### src/rtl/clock_pkg.sv
// Shared encodings for the alarm clock datapath: mode codes, alarm FSM
// states, field widths and limits, and the 24h -> 12h hour mapping.
package clock_pkg;

  localparam int SEC_W  = 6;
  localparam int MIN_W  = 6;
  localparam int HR_W   = 5;
  localparam int MODE_W = 3;

  localparam logic [SEC_W-1:0] MAX_SEC = 6'd59;
  localparam logic [MIN_W-1:0] MAX_MIN = 6'd59;
  localparam logic [HR_W-1:0]  MAX_HR  = 5'd23;

  typedef enum logic [MODE_W-1:0] {
    MODE_RUN        = 3'd0,
    MODE_SET_HRS    = 3'd1,
    MODE_SET_MIN    = 3'd2,
    MODE_ZERO_SEC   = 3'd3,
    MODE_SET_AL_HRS = 3'd4,
    MODE_SET_AL_MIN = 3'd5,
    MODE_RUN_6      = 3'd6,
    MODE_RUN_7      = 3'd7
  } mode_e;

  typedef enum logic [1:0] {
    AL_IDLE    = 2'd0,
    AL_RINGING = 2'd1,
    AL_SNOOZE  = 2'd2
  } alarm_state_e;

  // Internal hour 0..23 to display hour 1..12 (midnight/noon show as 12).
  function automatic logic [HR_W-1:0] to_12h(input logic [HR_W-1:0] hr);
    logic [HR_W-1:0] res;
    if (hr == 5'd0)       res = 5'd12;
    else if (hr > 5'd12)  res = hr - 5'd12;
    else                  res = hr;
    return res;
  endfunction

endpackage

### src/rtl/alarm_fsm.sv
// Alarm ring/snooze sequencer with down-counting ring and snooze timers.
// Snooze support is built only when ALARM_SNOOZE_EN is defined.
//
// state      | meaning
// -----------+-------------------------------------------------------
// AL_IDLE    | not ringing; waits for an alarm hit in RUN while armed
// AL_RINGING | ring output high; ring timer counts 1 Hz ticks down
// AL_SNOOZE  | ring paused; snooze timer counts 1 Hz ticks down
module alarm_fsm
  import clock_pkg::*;
#(
  parameter int RING_SECONDS   = 60,
  parameter int SNOOZE_MINUTES = 9
) (
  input  logic clk_i,
  input  logic rst_n_i,
  input  logic tick_i,
  input  logic run_i,
  input  logic alarm_en_i,
  input  logic alarm_hit_i,
  input  logic snooze_i,
  output logic ring_o,
  output logic ring_next_o
);

  localparam logic [7:0] RING_LOAD = 8'(RING_SECONDS);

  alarm_state_e state_q, state_d;
  logic [7:0]   ring_cnt_q, ring_cnt_d;

`ifdef ALARM_SNOOZE_EN
  localparam logic [11:0] SNZ_LOAD = 12'(SNOOZE_MINUTES * 60);
  logic [11:0] snz_cnt_q, snz_cnt_d;

  // Snooze timer register.
  always_ff @(posedge clk_i or negedge rst_n_i) begin
    if (!rst_n_i) snz_cnt_q <= '0;
    else          snz_cnt_q <= snz_cnt_d;
  end
`else
  localparam int unused_snz_len = SNOOZE_MINUTES;
  logic unused_snooze;
  assign unused_snooze = snooze_i;
`endif

  // State and ring timer registers.
  always_ff @(posedge clk_i or negedge rst_n_i) begin
    if (!rst_n_i) begin
      state_q    <= AL_IDLE;
      ring_cnt_q <= '0;
    end else begin
      state_q    <= state_d;
      ring_cnt_q <= ring_cnt_d;
    end
  end

  // Next state; disarming wins over every other event.
  always_comb begin
    state_d    = state_q;
    ring_cnt_d = ring_cnt_q;
`ifdef ALARM_SNOOZE_EN
    snz_cnt_d  = snz_cnt_q;
`endif
    if (!alarm_en_i) begin
      state_d = AL_IDLE;
    end else begin
      case (state_q)
        AL_IDLE: begin
          if (run_i && alarm_hit_i) begin
            state_d    = AL_RINGING;
            ring_cnt_d = RING_LOAD;
          end
        end
        AL_RINGING: begin
          if (!run_i) begin
            state_d = AL_IDLE;
          end else if (tick_i && ring_cnt_q == 8'd1) begin
            state_d = AL_IDLE;
`ifdef ALARM_SNOOZE_EN
          end else if (snooze_i) begin
            state_d    = AL_SNOOZE;
            snz_cnt_d  = SNZ_LOAD;
            ring_cnt_d = RING_LOAD;
`endif
          end else if (tick_i) begin
            ring_cnt_d = ring_cnt_q - 8'd1;
          end
        end
`ifdef ALARM_SNOOZE_EN
        AL_SNOOZE: begin
          if (tick_i) begin
            if (snz_cnt_q == 12'd1) begin
              state_d    = AL_RINGING;
              ring_cnt_d = RING_LOAD;
            end else begin
              snz_cnt_d = snz_cnt_q - 12'd1;
            end
          end
        end
`endif
        default: state_d = AL_IDLE;
      endcase
    end
  end

  assign ring_o      = (state_q == AL_RINGING);
  assign ring_next_o = (state_d == AL_RINGING);

endmodule

### src/rtl/alarm_clock_core.sv
// hh:mm:ss timekeeping with 12/24 h output, alarm registers, colon blink
// and a delayed display-update strobe. Optional snooze: ALARM_SNOOZE_EN.
module alarm_clock_core
  import clock_pkg::*;
#(
  parameter int HOUR_MODE_24   = 1,
  parameter int UPDATE_DELAY   = 4,
  parameter int RING_SECONDS   = 60,
  parameter int SNOOZE_MINUTES = 9
) (
  input  logic       i_clk,
  input  logic       i_reset_n,
  input  logic       i_1hz_stb,
  input  logic       i_timeset_stb,
  input  logic [2:0] i_mode,
  input  logic       i_alarm_en,
  input  logic       i_snooze_stb,
  output logic [5:0] o_seconds,
  output logic [5:0] o_minutes,
  output logic [4:0] o_hours,
  output logic       o_pm,
  output logic [5:0] o_alarm_minutes,
  output logic [4:0] o_alarm_hours,
  output logic       o_alarm_ring,
  output logic       o_colon,
  output logic       o_update_stb
);

  logic [SEC_W-1:0] sec_q, sec_d;
  logic [MIN_W-1:0] min_q, min_d, al_min_q, al_min_d;
  logic [HR_W-1:0]  hr_q, hr_d, al_hr_q, al_hr_d;
  logic             colon_q, colon_d;
  logic             was_run_q;
  logic [UPDATE_DELAY-1:0] dly_q, dly_d;

  mode_e mode;
  logic  run;
  logic  alarm_hit;
  logic  ring_next;
  logic  upd_event;

  assign mode = mode_e'(i_mode);
  assign run  = (mode == MODE_RUN) || (mode == MODE_RUN_6) || (mode == MODE_RUN_7);

  // Time and alarm field next values; only the strobe owned by the mode acts.
  always_comb begin
    sec_d    = sec_q;
    min_d    = min_q;
    hr_d     = hr_q;
    al_min_d = al_min_q;
    al_hr_d  = al_hr_q;
    case (mode)
      MODE_SET_HRS:    if (i_timeset_stb) hr_d = (hr_q == MAX_HR) ? '0 : hr_q + 5'd1;
      MODE_SET_MIN:    if (i_timeset_stb) min_d = (min_q == MAX_MIN) ? '0 : min_q + 6'd1;
      MODE_ZERO_SEC:   sec_d = '0;
      MODE_SET_AL_HRS: if (i_timeset_stb) al_hr_d = (al_hr_q == MAX_HR) ? '0 : al_hr_q + 5'd1;
      MODE_SET_AL_MIN: if (i_timeset_stb) al_min_d = (al_min_q == MAX_MIN) ? '0 : al_min_q + 6'd1;
      default: begin
        if (i_1hz_stb) begin
          if (sec_q == MAX_SEC) begin
            sec_d = '0;
            if (min_q == MAX_MIN) begin
              min_d = '0;
              hr_d  = (hr_q == MAX_HR) ? '0 : hr_q + 5'd1;
            end else begin
              min_d = min_q + 6'd1;
            end
          end else begin
            sec_d = sec_q + 6'd1;
          end
        end
      end
    endcase
  end

  // Alarm matches on the post-tick time so hh:mm:00 rings on the tick that reaches it.
  assign alarm_hit = run && i_1hz_stb && (sec_d == '0) &&
                     (min_d == al_min_q) && (hr_d == al_hr_q);

  // Colon blinks in RUN, is solid in set modes and restarts dark on re-entering RUN.
  always_comb begin
    colon_d = colon_q;
    if (!run)            colon_d = 1'b1;
    else if (!was_run_q) colon_d = 1'b0;
    else if (i_1hz_stb)  colon_d = ~colon_q;
  end

  assign upd_event = (sec_d != sec_q) || (min_d != min_q) || (hr_d != hr_q) ||
                     (al_min_d != al_min_q) || (al_hr_d != al_hr_q) ||
                     (ring_next != o_alarm_ring);

  if (UPDATE_DELAY == 1) begin : g_dly1
    assign dly_d = upd_event;
  end else begin : g_dlyn
    assign dly_d = {dly_q[UPDATE_DELAY-2:0], upd_event};
  end

  // Field, colon and update delay-line registers.
  always_ff @(posedge i_clk or negedge i_reset_n) begin
    if (!i_reset_n) begin
      sec_q     <= '0;
      min_q     <= '0;
      hr_q      <= '0;
      al_min_q  <= '0;
      al_hr_q   <= '0;
      colon_q   <= 1'b0;
      was_run_q <= 1'b1;
      dly_q     <= '0;
    end else begin
      sec_q     <= sec_d;
      min_q     <= min_d;
      hr_q      <= hr_d;
      al_min_q  <= al_min_d;
      al_hr_q   <= al_hr_d;
      colon_q   <= colon_d;
      was_run_q <= run;
      dly_q     <= dly_d;
    end
  end

  alarm_fsm #(
    .RING_SECONDS  (RING_SECONDS),
    .SNOOZE_MINUTES(SNOOZE_MINUTES)
  ) u_alarm_fsm (
    .clk_i      (i_clk),
    .rst_n_i    (i_reset_n),
    .tick_i     (i_1hz_stb),
    .run_i      (run),
    .alarm_en_i (i_alarm_en),
    .alarm_hit_i(alarm_hit),
    .snooze_i   (i_snooze_stb),
    .ring_o     (o_alarm_ring),
    .ring_next_o(ring_next)
  );

  assign o_seconds       = sec_q;
  assign o_minutes       = min_q;
  assign o_hours         = (HOUR_MODE_24 != 0) ? hr_q : to_12h(hr_q);
  assign o_pm            = (hr_q >= 5'd12);
  assign o_alarm_minutes = al_min_q;
  assign o_alarm_hours   = (HOUR_MODE_24 != 0) ? al_hr_q : to_12h(al_hr_q);
  assign o_colon         = colon_q;
  assign o_update_stb    = dly_q[UPDATE_DELAY-1];

endmodule
### config.mk
export PLATFORM = sky130hd
export DESIGN_NAME = alarm_clock_core
export DESIGN_NICKNAME = d
export VERILOG_FILES = /design/src/rtl/clock_pkg.sv /design/src/rtl/alarm_fsm.sv /design/src/rtl/alarm_clock_core.sv
export SDC_FILE = /design/constraint.sdc
export NUM_CORES = 1
export LEC_CHECK = 0
export ABC_CLOCK_PERIOD_IN_PS = 5800
export BUFFER_PORTS_ARGS = -buffer_cell sky130_fd_sc_hd__buf_2
export CAP_MARGIN = 25
export CORE_UTILIZATION = 30
export DETAILED_ROUTE_END_ITERATION = 16
export PLACE_DENSITY_LB_ADDON = 0.05
export SYNTH_ARGS = -nofsm -noshare
export SYNTH_HDL_FRONTEND = slang
export SYNTH_SLANG_ARGS = --single-unit
export TNS_END_PERCENT = 50
### constraint.sdc
create_clock -name i_clk -period 5.8 [get_ports i_clk]
set_clock_uncertainty 0.2 [all_clocks]
set_input_delay 0.29 -clock i_clk [delete_from_list [all_inputs] [get_ports i_clk]]
set_output_delay 0.29 -clock i_clk [all_outputs]
set_load 0.02 [all_outputs]
## Word level (Yosys, flattened, before mapping)

Cells that the tools add are included.

- Add/sub/neg operators: 6
- Order comparisons: 1
- Equality and inequality tests: 28
- Multiplexer cells: 33
- Bitwise operators: 1
- Reductions and logical operators: 21

Operator list:

| operator | number |
|---|---|
| 2-to-1 mux 6 bit | 9 |
| 2-to-1 mux 5 bit | 8 |
| 2-to-1 mux 8 bit | 4 |
| case mux 6 bit (2 select lines) | 2 |
| adder 6 x 1 -> 6 bit, second input constant | 3 |
| == test 6 bit, second input constant | 3 |
| inequality test 6 bit | 3 |
| case mux 8 bit (2 select lines) | 1 |
| == test 3 bit, second input constant | 4 |
| OR reduction 4 bit | 3 |
| adder 5 x 1 -> 5 bit, second input constant | 2 |
| == test 5 bit, second input constant | 2 |
| inequality test 5 bit | 2 |
| case mux 5 bit (2 select lines) | 1 |
| == test 8 x 1 -> 1 bit, second input constant | 1 |
| 2-to-1 mux 2 bit | 4 |
| subtractor 8 x 1 -> 8 bit, second input constant | 1 |
| logical OR 1 bit | 7 |
| == test 3 x 2 -> 1 bit, second input constant | 2 |
| == test 6 bit | 1 |
| logical AND 1 bit | 6 |
| logical NOT 6 bit | 1 |
| AND reduction 6 bit | 1 |
| == test 5 bit | 1 |
| 13 further kinds | 18 |

- Register bits: 44
- Output and inout bits: 32
- Word-level logic and storage cells: 100

## Depth between registers and ports, before layout

Gate-level depths: netlist of run 1.

- Word-level depth: 15
- Gate-level depth with buffers: 16

## Modules after synthesis

A second synthesis of run 1 with hierarchy kept.

- Cells, all modules: 350
- Area, all modules: 3,136.8 sq um

Modules (own cells, without submodules):

| module | instances | cells each | area an instance (sq um) |
|---|---|---|---|
| alarm_clock_core | 1 | 289 | 2,543.7 |
| alarm_fsm | 1 | 61 | 593.1 |

## Worst setup path after synthesis of run 1

OpenSTA, ideal clock, no wires.

- Path kind: reg2reg
- Start: register sec_q[0], in the netlist o_seconds[0]
- End: register u_alarm_fsm.ring_cnt_q[6]
- Library setup time: 119 ps
- Arrival: 3,558 ps
- Data required time: 5,481 ps
- Path slack: 1,923 ps
- Stages on the path, launching flop included: 13
- Buffers on the path: 2
- Clock period less this slack: 3,877 ps
- Path through: dfrtp_1 ha_1 nand4b_2 or4_1 o32ai_1 a21oi_2 xor2_1 o311ai_0 or4_1 buf_4 or4_1 buf_2 and2_1

- Word-level cells in the longest chain between the ends: 11

Ends and longest elaborated chain:

| element | line | source |
|---|---|---|
| from (decl) | alarm_clock_core.sv:29 | `logic [SEC_W-1:0] sec_q, sec_d;` |
| from (signal assigned) | alarm_clock_core.sv:101 | `sec_q <= '0;` |
| from (signal assigned) | alarm_clock_core.sv:110 | `sec_q <= sec_d;` |
| adder 6 x 1 -> 6 bit / == test 6 bit (equally long branches) | alarm_clock_core.sv:69, alarm_clock_core.sv:60 |  |
| 2-to-1 mux 6 bit | alarm_clock_core.sv:60 | `if (sec_q == MAX_SEC) begin` |
| 2-to-1 mux 6 bit | alarm_clock_core.sv:59 | `if (i_1hz_stb) begin` |
| case mux 6 bit (2 select lines) | alarm_clock_core.sv:52 | `case (mode)` |
| logical NOT 6 bit | alarm_clock_core.sv:77 | `assign alarm_hit = run && i_1hz_stb && (sec_d == '0) &&` |
| logical AND 1 bit (2 in series) | alarm_clock_core.sv:77 |  |
| logical AND 1 bit * | alarm_clock_core.sv:78 | `(min_d == al_min_q) && (hr_d == al_hr_q);` |
| logical AND 1 bit * | alarm_fsm.sv:69 | `if (run_i && alarm_hit_i) begin` |
| inequality test 2 x 1 -> 1 bit (no source line) * | - |  |
| AND reduction 6 bit (no source line) * | - |  |
| to (signal assigned) | alarm_fsm.sv:53 | `ring_cnt_q <= ring_cnt_d;` |
| to (decl) | alarm_fsm.sv:29 | `logic [7:0] ring_cnt_q, ring_cnt_d;` |

Every way passes the cells marked *; elsewhere a longest branch is shown, timed or not.
A chain may end at the register's enable or synchronous reset.

## Final worst setup path of run 1

- Start: register min_q[0], in the netlist o_minutes[0]
- End: register u_alarm_fsm.ring_cnt_q[6]

- Word-level cells in the longest chain between the ends: 11

Ends and longest elaborated chain:

| element | line | source |
|---|---|---|
| from (decl) | alarm_clock_core.sv:30 | `logic [MIN_W-1:0] min_q, min_d, al_min_q, al_min_d;` |
| from (signal assigned) | alarm_clock_core.sv:111 | `min_q <= min_d;` |
| adder 6 x 1 -> 6 bit / == test 6 bit (equally long branches) | alarm_clock_core.sv:54, alarm_clock_core.sv:66, alarm_clock_core.sv:62 |  |
| 2-to-1 mux 6 bit | alarm_clock_core.sv:54, alarm_clock_core.sv:62 |  |
| 2-to-1 mux 6 bit | alarm_clock_core.sv:60 |  |
| 2-to-1 mux 6 bit | alarm_clock_core.sv:59 |  |
| case mux 6 bit (2 select lines) | alarm_clock_core.sv:52 |  |
| == test 6 bit | alarm_clock_core.sv:78 |  |
| logical AND 1 bit | alarm_clock_core.sv:77 |  |
| logical AND 1 bit * | alarm_clock_core.sv:78 |  |
| logical AND 1 bit * | alarm_fsm.sv:69 |  |
| inequality test 2 x 1 -> 1 bit (no source line) * | - |  |
| AND reduction 6 bit (no source line) * | - |  |

Marks and branches as above.

==> out/metrics.csv, run 1 <==
stage,metric,value,unit
logic_synthesis,synth-seq-cells,44,
grt,overflow,0,
final_layout,final_cell_mix,"nand2_1 (43), dfrtp_1 (43), buf_2 (39)",
route,firstDrtPassIters,5,
floorplan,die_width,108,um
grt,grt_pass1_wl,15.6,mm
clocking,path_clk_slew,90,ps
final_layout,finalNetCount,434,
sta,period_share,77.7,%
logic_synthesis,synth.cell_area,3360,um2
outcome,outcome,"complete, no violations",
floorplan,ioPinCount,41,
clocking,post_cts_buffers,0,
critical_path,cp_max_fo,10,
route,vias_per_cell,5.44,
sta,setup_violations,0,
placed_design,gp_congestion,0.800,
logic_synthesis,ys_types,78,
clocking,cts_resized,0,
sta,fmax,0.222,GHz
final_layout,register_area,1100,um2
route,dr_total_vias,3029,
final_layout,final_area,3750,um2
critical_path,startpoint_type,flop,
sta,setup_tns,0,ps
logic_synthesis,ys_seq_area_share,32.8,%
sta,worst_slack,1290,ps
power_and_ir_drop,power,1270,uW
power_and_ir_drop,p_leak,0.00157,uW
final_layout,syn_to_final_growth,11.7,%
clocking,htreeDepth,2,
floorplan,die-area,11600,um2
placed_design,pre_cts_ws,1270,ps
final_layout,antennaDiodeCount,0,
placed_design,port_buffers,39,
run,maxCapViolCount,0,
sta,tightestPinTransition,867,ps
final_layout,fillerInstances,1149,
clocking,cts_num_sinks,44,
route,ant_nets,0,
route,drc,0,
grt,antenna_found_initial,0,
logic_synthesis,synthArstFlopShare,100,%
clocking,cts_buffers,5,
grt,first_global_vias,2842,
logic_synthesis,ys_warn_count,0,
route,first_iter_violations,197,
sta,maxSlewHeadroom,41.8,%
floorplan,fp.dieH,108,um
clocking,max-clock-path-buffers,2,
grt,grt_max_degree,45,
grt,grt_util_all_layers,17.4,%
power_and_ir_drop,ir_drop,125,uV
floorplan,initial_utilization,30.9,%
critical_path,required,5800,ps
logic_synthesis,synthesis.nets,409,
clocking,ctsHoldBuffers,1,
clocking,clockRootBuffer,clkbuf_8,
final_layout,multi_input_area,2050,um2
hold_path,holdCritPathClass,in2reg,
sta,hold_violations,0,
sta,fin_crit,4510,ps
placed_design,dpl-instance-area,3610,um2
route,wl_per_cell,17.1,um
floorplan,row_count,38,
logic_synthesis,netlist_instances,391,
logic_synthesis,avgSynthCellArea,8.59,um2
critical_path,critPathKind,reg2reg,
logic_synthesis,synth_edf_count,0,
clocking,clock_latency,300,ps
sta,finalMaxSlewViolations,0,
final_layout,drive_gt1_share,17.7,%
critical_path,cp-end-kind,flop,
sta,hold_ws,84.5,ps
power_and_ir_drop,power_density,340,nW/um2
floorplan,coreArea,10900,um2
route,wirelength,9.53,mm
logic_synthesis,synth_flop_cell,dfrtp_1,
clocking,tritoncts,yes,
critical_path,cp.arrival,4500,ps
sta,rsz0062_at_grt,no,
placed_design,post-dp-hpwl,6.92,mm
cell usage after synthesis (3+ instances only):
cell	number	area, um2
xor2_1	14	123
nor3_1	14	70.1
nand2b_1	6	37.5
nand4b_1	3	26.3
o2bb2ai_1	3	26.3
nor2_1	19	71.3
nand3_1	13	65.1
or4_1	5	37.5
buf_6	3	33.8
a22oi_1	4	30.0
or2_2	4	25.0
o211ai_1	4	30.0
o2111ai_1	4	35.0
dfrtp_1	43	1080
nor2b_1	6	37.5
o21ai_0	26	130
ha_1	9	113
o21ai_1	4	20.0
a2111oi_2	5	75.1
and4b_1	3	30.0
and3_1	3	18.8
a21o_1	3	22.5
nand4_1	8	50.1
inv_1	19	71.3
xnor2_1	10	87.6
a21oi_1	18	90.1
o22ai_1	3	18.8
mux2i_1	4	40.0
clkbuf_1	13	48.8
buf_2	5	25.0
a22o_1	4	35.0
and2_1	5	31.3
nand2_1	43	161
a31oi_1	6	37.5
final timing paths:
check                              from  slack [ps]  cells past startpoint                   endpoint
setup / recovery           o_minutes[0]        1290                     10  u_alarm_fsm.ring_cnt_q[6]
hold / removal               i_alarm_en          80                      3     u_alarm_fsm.state_q[0]
setup reg to reg           o_minutes[0]        1290                     10  u_alarm_fsm.ring_cnt_q[6]
hold reg to reg                dly_q[0]         150                      0                   dly_q[1]
max in group asynchronous     i_reset_n        4550                      3  u_alarm_fsm.ring_cnt_q[1]
min in group asynchronous     i_reset_n         410                      3                 o_hours[2]
through the flow:
stage	std cells	utilization, %
CTS	557	34.5
finish	557	34.5
global route	557	34.5
global placement	548	33.2
detailed placement	548	33.2
floorplan	391	-
critical path, stage by stage (launching register included):
cell and delay (ps):
dfrtp_1 550, ha_1 370, nand2b_1 240, or4_1 580, o21ai_1 430, a22oi_1 240, xor2_1 180, nand4_1 130
or4_1 660, or4_1 620, and2_1 200
sequential cells by signal, summed over array words and instances (netlist names):
signal,cells
o_alarm_minutes,6
o_seconds,6
o_colon,1
o_alarm_hours,5
was_run_q,1
o_hours,5
u_alarm_fsm.state_q,2
o_minutes,6
u_alarm_fsm.ring_cnt_q,8
dly_q,4
where the power goes:
group	switching (uW)	internal, uW	leakage (uW)
clock	115	152	0.0000645
combinational	292	197	0.000980
sequential	136	382	0.000529
total	543	731	0.00157
metal layers:
layer	global-route usage, %	part of all wire (%)	vias to the layer above
met4	4.79	1.3	0
met3	2.36	3.5	11
met5	0	0	-
met2	27.1	45	64
met1	25.0	50	1452
li1	-	-	1502
cell type report:
class	instances	share of cell area [%]
well taps	140	4.67
inverters	20	2.13
multi-input cells	304	54.8
clock inverters	1	0.801
repair buffers	41	5.67
clock buffers	7	2.57
flip-flops and latches	44	29.4
logic make-up after synthesis:
family | Yosys count | share of synthesized area, %
muxes | 4 | 1.19
DFF | 44 | 32.8
buffers and inverters | 43 | 6.03
adders and majority gates | 9 | 3.35
AOI/OAI and AO/OA | 119 | 26.0
and+or+nand+nor | 147 | 24.3
xor gates and xnor gates | 24 | 6.26
other | 1 | 0.112
No activity file was read; power rests on OpenSTA's default activity.
==> run 2, diff against run 1 <==
ABC_CLOCK_PERIOD_IN_PS = 3600   (was 5800)
clock period = 3.6 ns   (was 5.8 ns; I/O delays follow)
==> out/metrics.csv, run 2 (same netlist as run 1, synthesis figures left out) <==
stage,metric,value,unit
clocking,path_clk_slew,90,ps
final_layout,fin_util,41.4,%
sta,period_share,96.3,%
floorplan,fp.dieH,108,um
grt,grt_util_all_layers,18.8,%
final_layout,drive_gt1_share,33.8,%
floorplan,coreArea,10900,um2
final_layout,final_cell_mix,"buf_4 (66), nand2_1 (43), dfrtp_1 (39), buf_2 (39), o21ai_0 (24)",
route,wl_per_cell,16.9,um
sta,tightestPinTransition,1010,ps
route,dr_total_vias,3272,
route,wirelength,10.6,mm
sta,setup_violations,0,
placed_design,port_buffers,39,
critical_path,cp_max_fo,6,
clocking,cts_num_sinks,44,
final_layout,final_area,4510,um2
sta,fin_crit,3470,ps
route,first_iter_violations,213,
grt,first_global_vias,3104,
floorplan,ioPinCount,41,
route,vias_per_cell,5.21,
power_and_ir_drop,p_leak,0.00194,uW
final_layout,multi_input_area,2280,um2
floorplan,die_width,108,um
grt,overflow,0,
final_layout,regMostFlops,u_alarm_fsm.ring_cnt_q,
sta,finalMaxSlewViolations,0,
sta,fmax,0.289,GHz
power_and_ir_drop,ir_drop,221,uV
clocking,htreeDepth,2,
route,drc,0,
placed_design,pre_cts_ws,-139,ps
final_layout,largest_register_ffs,8,
clocking,tritoncts,yes,
power_and_ir_drop,power_density,492,nW/um2
hold_path,holdCritPathClass,reg2reg,
grt,grt_max_degree,24,
grt,grt_pass1_wl,16.6,mm
final_layout,finalNetCount,505,
critical_path,startpoint_type,flop,
critical_path,cp-end-kind,flop,
final_layout,register_area,1110,um2
floorplan,initial_utilization,30.9,%
final_layout,antennaDiodeCount,0,
floorplan,row_count,38,
placed_design,post-dp-hpwl,7.97,mm
critical_path,required,3600,ps
sta,worst_slack,135,ps
route,firstDrtPassIters,4,
final_layout,syn_to_final_growth,34.2,%
sta,setup_tns,0,ps
sta,rsz0062_at_grt,yes,
clocking,clock_latency,310,ps
grt,antenna_found_initial,0,
critical_path,cp.arrival,3460,ps
critical_path,critPathKind,reg2reg,
sta,maxSlewHeadroom,32.5,%
final_layout,fillerInstances,1106,
placed_design,gp_congestion,0.803,
clocking,max-clock-path-buffers,2,
placed_design,dpl-instance-area,4170,um2
run,maxCapViolCount,0,
floorplan,die-area,11600,um2
route,ant_nets,0,
final_layout,layout_commonest_cell,buf_4,
clocking,cts_buffers,5,
clocking,clockRootBuffer,clkbuf_8,
sta,hold_violations,0,
outcome,outcome,"complete, no violations",
-- run 2: changes by cell type in the layout (fill, tap and decap cells not counted), moves of 3 or more --
cell / change
dfrtp_2: +4
or4_1: -3
buf_4: +65
dfrtp_1: -4
a2111oi_4: +5
a2111oi_2: -5
or4_4: +3
-- run 2: worst paths after layout --
path | startpoint | end | slack [ps] | cells after the start
worst max-delay path | o_seconds[1] | u_alarm_fsm.ring_cnt_q[6] | 130 | 13
worst min-delay path | dly_q[1] | dly_q[2] | 160 | 0
worst max register to register | o_seconds[1] | u_alarm_fsm.ring_cnt_q[6] | 130 | 13
worst min register to register | dly_q[1] | dly_q[2] | 160 | 0
max in group asynchronous | i_reset_n | was_run_q | 2200 | 3
min in group asynchronous | i_reset_n | o_hours[0] | 200 | 2
-- run 2: layout make-up --
type / instances / area share (%)
flip-flops and latches: 44 / 24.6
clock buffers: 7 / 1.69
well taps: 140 / 3.89
inverters: 20 / 1.78
multi-input cells: 304 / 50.5
repair buffers: 112 / 17.5
clock inverters: 1 / 0.111
-- run 2: power breakdown --
| group | switching, uW | total [uW] | internal [uW] |
|---|---|---|---|
| clock network | 185 | 322 | 137 |
| logic | 658 | 1150 | 488 |
| registers | 131 | 749 | 618 |
-- run 2: metrics by stage --
| stage | std cells | total power, uW | hold WS, ps |
|---|---|---|---|
| 6_report | 628 | 2220 | 155 |
| 5_1_grt | 628 | 2390 | 167 |
| 4_1_cts | 624 | 2190 | 146 |
| 3_5_place_dp | 614 | 1840 | 17.6 |
| 3_3_place_gp | 614 | 1850 | 16.6 |
| 2_1_floorplan | 391 | 1400 | -316 |
-- run 2: per-layer routing --
metal  routed length, um  vias to the layer above  GRT usage, %
met5                   0                        -             0
met4                 202                        0          6.95
met3                 342                       12          1.88
met2                4920                       62          28.8
met1                5160                     1554          27.1
li1                    -                     1644             -
-- run 2: what timing repair did --
item	CTS	global route
endpoints found under the hold margin	23	0
gates resized for setup	6	28
buffers inserted	0	4
pin swaps	0	12
hold buffers	2	0
endpoints found under the setup margin	6	6
gates cloned	0	0
-- run 2: critical path: stages (launching register included) --
cell and delay [ps]:
dfrtp_2 390, ha_4 150, nand4b_4 120, buf_6 140, nor2_4 100, o21ai_2 70
a221o_1 360, a2111oi_4 360, nand4_1 130, or4_4 580, buf_8 180, a2111oi_4 300
xor2_1 100, and2_1 160
